<file path="src/rtl/jalu_pkg.sv">
// Shared definitions for the jALU multiply sequencer.
//   - ALU opcode encodings (only ADD and SHR are issued by the sequencer).
//   - 3-bit FSM state encoding for jalu_mul_seq.
package jalu_pkg;

  localparam logic [2:0] ALU_ADD = 3'b000;
  localparam logic [2:0] ALU_SHR = 3'b001;
  localparam logic [2:0] ALU_SHL = 3'b010;
  localparam logic [2:0] ALU_NOT = 3'b011;
  localparam logic [2:0] ALU_AND = 3'b100;
  localparam logic [2:0] ALU_OR  = 3'b101;
  localparam logic [2:0] ALU_XOR = 3'b110;
  localparam logic [2:0] ALU_CMP = 3'b111;

  typedef enum logic [2:0] {
    S_IDLE = 3'd0,
    S_ADD  = 3'd1,
    S_SHP  = 3'd2,
    S_SHL  = 3'd3,
    S_DONE = 3'd4
  } state_e;

endpackage

</file>
<file path="src/rtl/jalu_mul_seq_if.sv">
// Bundle of the request/response handshake and the ALU drive/sample signals of jalu_mul_seq.
//   Request : wreqv (valid), wreqr (ready), bma (multiplicand), bmb (multiplier)
//   Response: wrspv (valid), wrspr (ready), bprod (16-bit product {P,L})
//   ALU     : bas, bbs, wci, bops driven by the sequencer; bcs, wco returned by the ALU
//   Flags   : wpz, wphi only when JALU_MUL_SEQ_FLAGS_EN is defined
// Modports: slave = sequencer side, master = requester/ALU side.
interface jalu_mul_seq_if #(
  parameter int unsigned WIDTH = 8
);

  logic                 wreqv;
  logic                 wreqr;
  logic [WIDTH-1:0]     bma;
  logic [WIDTH-1:0]     bmb;
  logic                 wrspv;
  logic                 wrspr;
  logic [2*WIDTH-1:0]   bprod;
  logic [WIDTH-1:0]     bas;
  logic [WIDTH-1:0]     bbs;
  logic                 wci;
  logic [2:0]           bops;
  logic [WIDTH-1:0]     bcs;
  logic                 wco;
`ifdef JALU_MUL_SEQ_FLAGS_EN
  logic                 wpz;
  logic                 wphi;
`endif

  modport slave (
    input  wreqv, bma, bmb, wrspr, bcs, wco,
    output wreqr, wrspv, bprod, bas, bbs, wci, bops
`ifdef JALU_MUL_SEQ_FLAGS_EN
    , output wpz, wphi
`endif
  );

  modport master (
    output wreqv, bma, bmb, wrspr, bcs, wco,
    input  wreqr, wrspv, bprod, bas, bbs, wci, bops
`ifdef JALU_MUL_SEQ_FLAGS_EN
    , input wpz, wphi
`endif
  );

endinterface

</file>
<file path="src/rtl/jalu_mul_seq.sv">
// Shift-and-add 8x8->16 unsigned multiplier sequencer driving an external shared jALU.
// One ALU op per clock; the ALU result (bcs) and carry (wco) are captured at the next edge.
// Per multiplier bit: optional ADD (P += M), SHR of P with carry-in c, SHR of L with the bit
// shifted out of P. Latency accept->wrspv = 16 + popcount(bmb).
// Ports:
//   wclk  - clock, rising edge
//   wrstn - asynchronous active-low reset
//   bus   - jalu_mul_seq_if.slave (handshake, product, ALU drive/sample, optional flags)
// Optional macro JALU_MUL_SEQ_FLAGS_EN adds wpz (product==0) and wphi (high byte nonzero),
// registered on entry to DONE and cleared on the next accept.
module jalu_mul_seq
  import jalu_pkg::*;
#(
  parameter int unsigned WIDTH = 8
) (
  input logic            wclk,
  input logic            wrstn,
  jalu_mul_seq_if.slave  bus
);

  state_e               state_q, state_d;
  logic [WIDTH-1:0]     p_q, p_d;
  logic [WIDTH-1:0]     l_q, l_d;
  logic [WIDTH-1:0]     m_q, m_d;
  logic                 c_q, c_d;
  logic                 s_q, s_d;
  logic [2:0]           cnt_q, cnt_d;
  // Separate product register so bprod stays put while P/L are reused by the next operation.
  logic [2*WIDTH-1:0]   prod_q, prod_d;
`ifdef JALU_MUL_SEQ_FLAGS_EN
  logic                 wpz_q, wpz_d;
  logic                 wphi_q, wphi_d;
`endif

  always_ff @(posedge wclk or negedge wrstn) begin
    if (!wrstn) begin
      state_q <= S_IDLE;
      p_q     <= '0;
      l_q     <= '0;
      m_q     <= '0;
      c_q     <= 1'b0;
      s_q     <= 1'b0;
      cnt_q   <= '0;
      prod_q  <= '0;
`ifdef JALU_MUL_SEQ_FLAGS_EN
      wpz_q   <= 1'b0;
      wphi_q  <= 1'b0;
`endif
    end else begin
      state_q <= state_d;
      p_q     <= p_d;
      l_q     <= l_d;
      m_q     <= m_d;
      c_q     <= c_d;
      s_q     <= s_d;
      cnt_q   <= cnt_d;
      prod_q  <= prod_d;
`ifdef JALU_MUL_SEQ_FLAGS_EN
      wpz_q   <= wpz_d;
      wphi_q  <= wphi_d;
`endif
    end
  end

  always_comb begin
    state_d   = state_q;
    p_d       = p_q;
    l_d       = l_q;
    m_d       = m_q;
    c_d       = c_q;
    s_d       = s_q;
    cnt_d     = cnt_q;
    prod_d    = prod_q;
`ifdef JALU_MUL_SEQ_FLAGS_EN
    wpz_d     = wpz_q;
    wphi_d    = wphi_q;
`endif
    bus.wreqr = 1'b0;
    bus.wrspv = 1'b0;
    bus.bas   = '0;
    bus.bbs   = '0;
    bus.wci   = 1'b0;
    bus.bops  = ALU_ADD;

    case (state_q)
      S_IDLE: begin
        bus.wreqr = 1'b1;
        if (bus.wreqv) begin
          m_d     = bus.bma;
          l_d     = bus.bmb;
          p_d     = '0;
          c_d     = 1'b0;
          cnt_d   = '0;
`ifdef JALU_MUL_SEQ_FLAGS_EN
          wpz_d   = 1'b0;
          wphi_d  = 1'b0;
`endif
          state_d = bus.bmb[0] ? S_ADD : S_SHP;
        end
      end
      S_ADD: begin
        bus.bops = ALU_ADD;
        bus.bas  = p_q;
        bus.bbs  = m_q;
        p_d      = bus.bcs;
        c_d      = bus.wco;
        state_d  = S_SHP;
      end
      S_SHP: begin
        // ADD carry enters P's MSB; P's LSB falls out into s.
        bus.bops = ALU_SHR;
        bus.bas  = p_q;
        bus.wci  = c_q;
        p_d      = bus.bcs;
        s_d      = bus.wco;
        state_d  = S_SHL;
      end
      S_SHL: begin
        bus.bops = ALU_SHR;
        bus.bas  = l_q;
        bus.wci  = s_q;
        l_d      = bus.bcs;
        c_d      = 1'b0;
        cnt_d    = cnt_q + 3'd1;
        if (cnt_q == 3'd7) begin
          prod_d  = {p_q, bus.bcs};
`ifdef JALU_MUL_SEQ_FLAGS_EN
          wpz_d   = (p_q == '0) && (bus.bcs == '0);
          wphi_d  = (p_q != '0);
`endif
          state_d = S_DONE;
        end else begin
          // bcs[0] is the next multiplier bit after this shift.
          state_d = bus.bcs[0] ? S_ADD : S_SHP;
        end
      end
      S_DONE: begin
        bus.wrspv = 1'b1;
        if (bus.wrspr) begin
          state_d = S_IDLE;
        end
      end
      default: begin
        state_d = S_IDLE;
      end
    endcase
  end

  assign bus.bprod = prod_q;
`ifdef JALU_MUL_SEQ_FLAGS_EN
  assign bus.wpz  = wpz_q;
  assign bus.wphi = wphi_q;
`endif

endmodule

</file>
<file path="src/flat_wrapper.sv">
// flat-port wrapper written by rule: the top's interface ports become plain ports
module jalu_mul_seq_flat import jalu_pkg::*;
#(
  parameter int unsigned WIDTH = 8
)
  (wclk, wrstn, bus_wreqv, bus_bma, bus_bmb, bus_wrspr, bus_bcs, bus_wco, bus_wreqr, bus_wrspv, bus_bprod, bus_bas, bus_bbs, bus_wci, bus_bops);
  jalu_mul_seq_if #(.WIDTH(WIDTH)) bus_i ();
  input logic wclk;
  input logic wrstn;
  input wire logic [$bits(bus_i.wreqv)-1:0] bus_wreqv;
  input wire logic [$bits(bus_i.bma)-1:0] bus_bma;
  input wire logic [$bits(bus_i.bmb)-1:0] bus_bmb;
  input wire logic [$bits(bus_i.wrspr)-1:0] bus_wrspr;
  input wire logic [$bits(bus_i.bcs)-1:0] bus_bcs;
  input wire logic [$bits(bus_i.wco)-1:0] bus_wco;
  output wire logic [$bits(bus_i.wreqr)-1:0] bus_wreqr;
  output wire logic [$bits(bus_i.wrspv)-1:0] bus_wrspv;
  output wire logic [$bits(bus_i.bprod)-1:0] bus_bprod;
  output wire logic [$bits(bus_i.bas)-1:0] bus_bas;
  output wire logic [$bits(bus_i.bbs)-1:0] bus_bbs;
  output wire logic [$bits(bus_i.wci)-1:0] bus_wci;
  output wire logic [$bits(bus_i.bops)-1:0] bus_bops;
  assign bus_i.wreqv = bus_wreqv;
  assign bus_i.bma = bus_bma;
  assign bus_i.bmb = bus_bmb;
  assign bus_i.wrspr = bus_wrspr;
  assign bus_i.bcs = bus_bcs;
  assign bus_i.wco = bus_wco;
  assign bus_wreqr = bus_i.wreqr;
  assign bus_wrspv = bus_i.wrspv;
  assign bus_bprod = bus_i.bprod;
  assign bus_bas = bus_i.bas;
  assign bus_bbs = bus_i.bbs;
  assign bus_wci = bus_i.wci;
  assign bus_bops = bus_i.bops;
  jalu_mul_seq #(.WIDTH(WIDTH)) u_core (.wclk(wclk), .wrstn(wrstn), .bus(bus_i));
endmodule
</file>
<file path="config.mk">
export PLATFORM = sky130hd
export DESIGN_NAME = jalu_mul_seq_flat
export DESIGN_NICKNAME = d
export VERILOG_FILES = /design/src/rtl/jalu_pkg.sv /design/src/rtl/jalu_mul_seq_if.sv /design/src/rtl/jalu_mul_seq.sv /design/src/flat_wrapper.sv
export SDC_FILE = /design/constraint.sdc
export NUM_CORES = 1
export LEC_CHECK = 0
export ABC_AREA = 1
export CAP_MARGIN = 0
export CORE_MARGIN = 1.5
export CORE_UTILIZATION = 50
export DETAILED_ROUTE_END_ITERATION = 6
export HOLD_SLACK_MARGIN = 0.12
export PLACE_DENSITY = 0.84
export SYNTH_ARGS = -nofsm -noshare
export SYNTH_HDL_FRONTEND = slang
export SYNTH_SLANG_ARGS = --single-unit
</file>
<file path="constraint.sdc">
create_clock -name wclk -period 2.9 [get_ports wclk]
set_input_delay 0.725 -clock wclk [delete_from_list [all_inputs] [get_ports wclk]]
set_output_delay 0.725 -clock wclk [all_outputs]
set_load 0.02 [all_outputs]
</file>
### After elaboration in Yosys (flattened, before gate mapping)

Cells that the tools add are included.
Widths: inputs -> output; s select.

* word-level logic and storage cells: 48
* output and inout bits: 38
* input port bits: 29
* register bits: 48

* mux-type cells: 20
* eq/ne operators: 7
* add/sub/neg operators: 1
* reductions and logical operators: 12

Operator list (number)
* $pmux 8 s2: 3
* $mux 8: 3
* $pmux 3 s5: 1
* $mux 3: 4
* $reduce_and 2->1: 6
* $eq 3x2->1 const B: 2
* $eq 3x3->1 const B: 2
* $pmux 3 s2: 1
* $mux 1: 4
* $mux 2: 2
* $ne 2x2->1 const B: 2
* $reduce_bool 2->1: 2
* $reduce_or 2->1: 2
* $add 3x1->3 const B: 1
* $eq 3x1->1 const B: 1
* $logic_not 3->1: 1
* $pmux 1 s3: 1
* $reduce_bool 3->1: 1
* $pmux 1 s2: 1

### Logic depth before layout (Yosys ltp)

Gate-level depths: netlist of run 1.

* depth in word-level cells: 4
* depth in mapped cells: 7
* depth with buffers taken out: 7

### Worst setup path after synthesis of run 1

No wires, ideal clock.

* path type: register to output
* start: register u_core.state_q[2]
* end: output port bus_wci
* stages on the path, launching flop included: 4
* buffers on the path: 0
* setup slack: 0.865 ns
* arrival: 1.310 ns
* cells stage by stage: dfrtp_1 -> inv_2 -> nand3_1 -> o21ai_0

* cells in the longest elaborated chain, start to end: 2

RTL lines
* start: declaration: line jalu_mul_seq.sv:21 `state_e state_q, state_d;`
* start signal: assignment: line jalu_mul_seq.sv:50 `state_q <= state_d;`
* $eq 3x2->1: line jalu_mul_seq.sv:85 `case (state_q)`
* $pmux 1 s2 *: line jalu_mul_seq.sv:85
* end: declaration: line flat_wrapper.sv:21 `output wire logic [$bits(bus_i.wci)-1:0] bus_wci;`

Mark *: on every way between the ends. The rest lies on a longest branch, timed or not.

### Worst setup path after layout of run 1

Ends and elaborated chain as after synthesis.

==> results of run 1 <==
-- critical path, cell delays in order (launching register included) --
cell and delay [ns]:
dfrtp_1 0.46, inv_4 0.15, nand3_2 0.16, o21ai_0 0.21, clkdlybuf4s50_1 0.63
-- cell families after synthesis --
kind of cell / Yosys count / share of synthesized area [%]
AO/OA/AOI/OAI: 53 / 13.4
adder cells (fa/ha/maj): 2 / 1.11
buffers and inverters: 46 / 9.07
flip-flops: 48 / 53.1
other: 1 / 0.166
AND/OR/NAND/NOR: 125 / 23.2
-- worst max path at each step --
stage                             to  slack (ns)
after CTS                 bus_bas[3]       0.009
after global placement    bus_bas[4]        0.30
after detailed placement  bus_bas[3]        0.26
after floorplan              bus_wci        0.87
after global routing         bus_wci        0.12
final                        bus_wci        0.27
-- repair_timing --
item	4_1_cts	5_1_grt
resized for setup	3	9
pin swaps	0	1
endpoints found under the setup margin	8	8
buffers inserted	0	4
hold buffers	0	0
-- flip-flops by register name, indices dropped and copies added (netlist names) --
| register | flops |
|---|---|
| u_core.m_q | 8 |
| u_core.c_q | 1 |
| u_core.s_q | 1 |
| u_core.cnt_q | 3 |
| u_core.bus.bprod | 16 |
| u_core.state_q | 3 |
| u_core.p_q | 8 |
| u_core.l_q | 8 |
-- layout by cell type, fill, tap and decap left out, types with 6 or more instances in the layout --
cell             count
inv_1               32
o21ai_2             10
clkdlybuf4s50_1     55
dfrtp_1             46
o21ai_0             24
nand2_1             95
o21ai_1             16
nand3_1              6
buf_4                6
nor2_1              13
dlymetal6s2s_1       7
-- where the power goes --
group	internal [uW]	switching (uW)
logic	658	961
registers	948	171
clock network	260	233
-- through the flow --
stage,power [uW],worst slack (ns),hold WS [ns]
after floorplan,2120,0.865,0.429
after global placement,2660,0.303,0.455
after detailed placement,2710,0.260,0.459
after CTS,3220,0.00907,0.291
after global routing,3460,0.119,0.292
final,3230,0.271,0.277
-- synth_stat cells --
master	n	area, um2
ha_1	2	25.0
nand3_2	1	10.0
buf_2	5	25.0
inv_1	32	120
nand2_2	4	25.0
a21oi_1	3	15.0
o21ai_1	16	80.1
nor2_1	13	48.8
inv_2	4	15.0
conb_1	1	3.75
o21ai_0	24	120
nand3_1	7	35.0
nor3_1	1	5.00
nand2_4	1	11.3
buf_6	2	22.5
buf_4	3	22.5
nor2_4	3	33.8
nand2_1	95	357
o21ai_2	10	87.6
dfrtp_1	48	1200
-- metal layers --
metal / up-vias / part of all wire, % / track usage [%] / wire, um
li1: 985 / - / - / -
met5: - / 0 / 0 / 0
met4: 0 / 0.37 / 5.34 / 19
met1: 924 / 43 / 27.5 / 2180
met2: 65 / 50 / 34.8 / 2580
met3: 2 / 6.5 / 6.06 / 334
-- final cells by class --
cell class	instances	area share, %
Multi-Input combinational cell	182	28.1
Timing Repair Buffer	70	22.6
Tap cell	52	2.11
Clock buffer	5	2.23
Clock inverter	3	1.50
Inverter	36	4.46
Sequential cell	48	39.0
==> results.json, run 1 <==
{
  "grt_pass1_wl_um": 8290,
  "utilization_pct": 70.8,
  "end_kind": "primary output",
  "ios": 67,
  "ys_ff_latch": 48,
  "clk_pin_slew_ns": 0.09,
  "fp.dieW_um": 70.3,
  "regArea_um2": 1200,
  "worstPathRequired_ns": 2.17,
  "track_usage_pct": 21.2,
  "r2r_end": "u_core.bus.bprod[13]",
  "fin_setup_tns_ns": 0,
  "diodes": 0,
  "rows": 24,
  "critPathLaunchType": "flop",
  "cts_buffers": 5,
  "leakagePower_uw": 0.00162,
  "die-area_um2": 4940,
  "cts.htree.levels": 2,
  "ctsLongestPathBuffers": 2,
  "fin_crit_sh_pct": 90.7,
  "clock_sinks": 48,
  "finalCriticalPeriod_ns": 2.63,
  "nNetsFinal": 374,
  "initial_utilization_pct": 52.0,
  "tritoncts": "done",
  "tightest_slew_ns": 0.611,
  "status": "finished, final reports clean",
  "dp.cells": 384,
  "fin_area_um2": 3080,
  "post-route-drc-count": 0,
  "multi_input_area_um2": 866,
  "crit_start": "u_core.state_q[2]",
  "arrival_ns": 1.90,
  "ys_warn_count": 0,
  "yosysSeqAreaShare_pct": 53.1,
  "grt_max_degree": 38,
  "drive_gt1_share_pct": 11.9,
  "first_pass_iters": 4,
  "maxSlewViolCount": 0,
  "port_buffers": 64,
  "setup_viol": 0,
  "fin_skew_ns": 0.0110,
  "grt.overflow.total": 0,
  "via_per_inst": 4.99,
  "worst-path-max-fanout": 10,
  "antenna_found_initial": 0,
  "post_dp_cell_area_um2": 2910,
  "fin_cells": 396,
  "hold_viol_final": 0,
  "crit_type": "flop to primary output",
  "die_h_um": 70.3,
  "netlist_area_um2": 2260,
  "grt_pass1_vias": 1857,
  "core_um2": 4350,
  "place_congestion": 0.778,
  "pwr_density_cell_nw_per_um2": 1050,
  "ir_worst_vdd_mv": 0.526,
  "finalWirelength_um": 5110,
  "hp-class": "primary input to asynchronous set/reset pin",
  "route.vias.total": 1976,
  "fill_cells": 341,
  "synthToLayoutAreaGrowth_pct": 36.3,
  "max-slew-margin-rel_pct": 59.1,
  "avgSynthCellArea_um2": 8.23,
  "ctsRootBufferMaster": "clkbuf_8",
  "max_freq_ghz": 0.380,
  "dp_hpwl_um": 3500,
  "r2r_start": "u_core.state_q[1]",
  "drv_cap": 0,
  "drt-initial-drc-count": 96,
  "reg2reg_setup_slack_ns": 1.21,
  "synth_cell_type_count": 20,
  "reg2reg_depth": 6,
  "wl_per_cell_um": 12.9,
  "rsz0062_at_grt": "no",
  "clock_latency_ns": 0.31,
  "detail-route-antenna-nets": 0,
  "synthCells": 275
}
(Power assumes the default switching activity.)
==> run 2: changes to the inputs <==
--- a/config.mk
+++ b/config.mk
@@ -12,6 +12,7 @@
 export DETAILED_ROUTE_END_ITERATION = 6
 export HOLD_SLACK_MARGIN = 0.12
 export PLACE_DENSITY = 0.84
+export SKIP_LAST_GASP = 1
 export SYNTH_ARGS = -nofsm -noshare
 export SYNTH_HDL_FRONTEND = slang
 export SYNTH_SLANG_ARGS = --single-unit
==> results of run 2 <==
The final DEF is identical to that of run 1; final timing and power are the same.
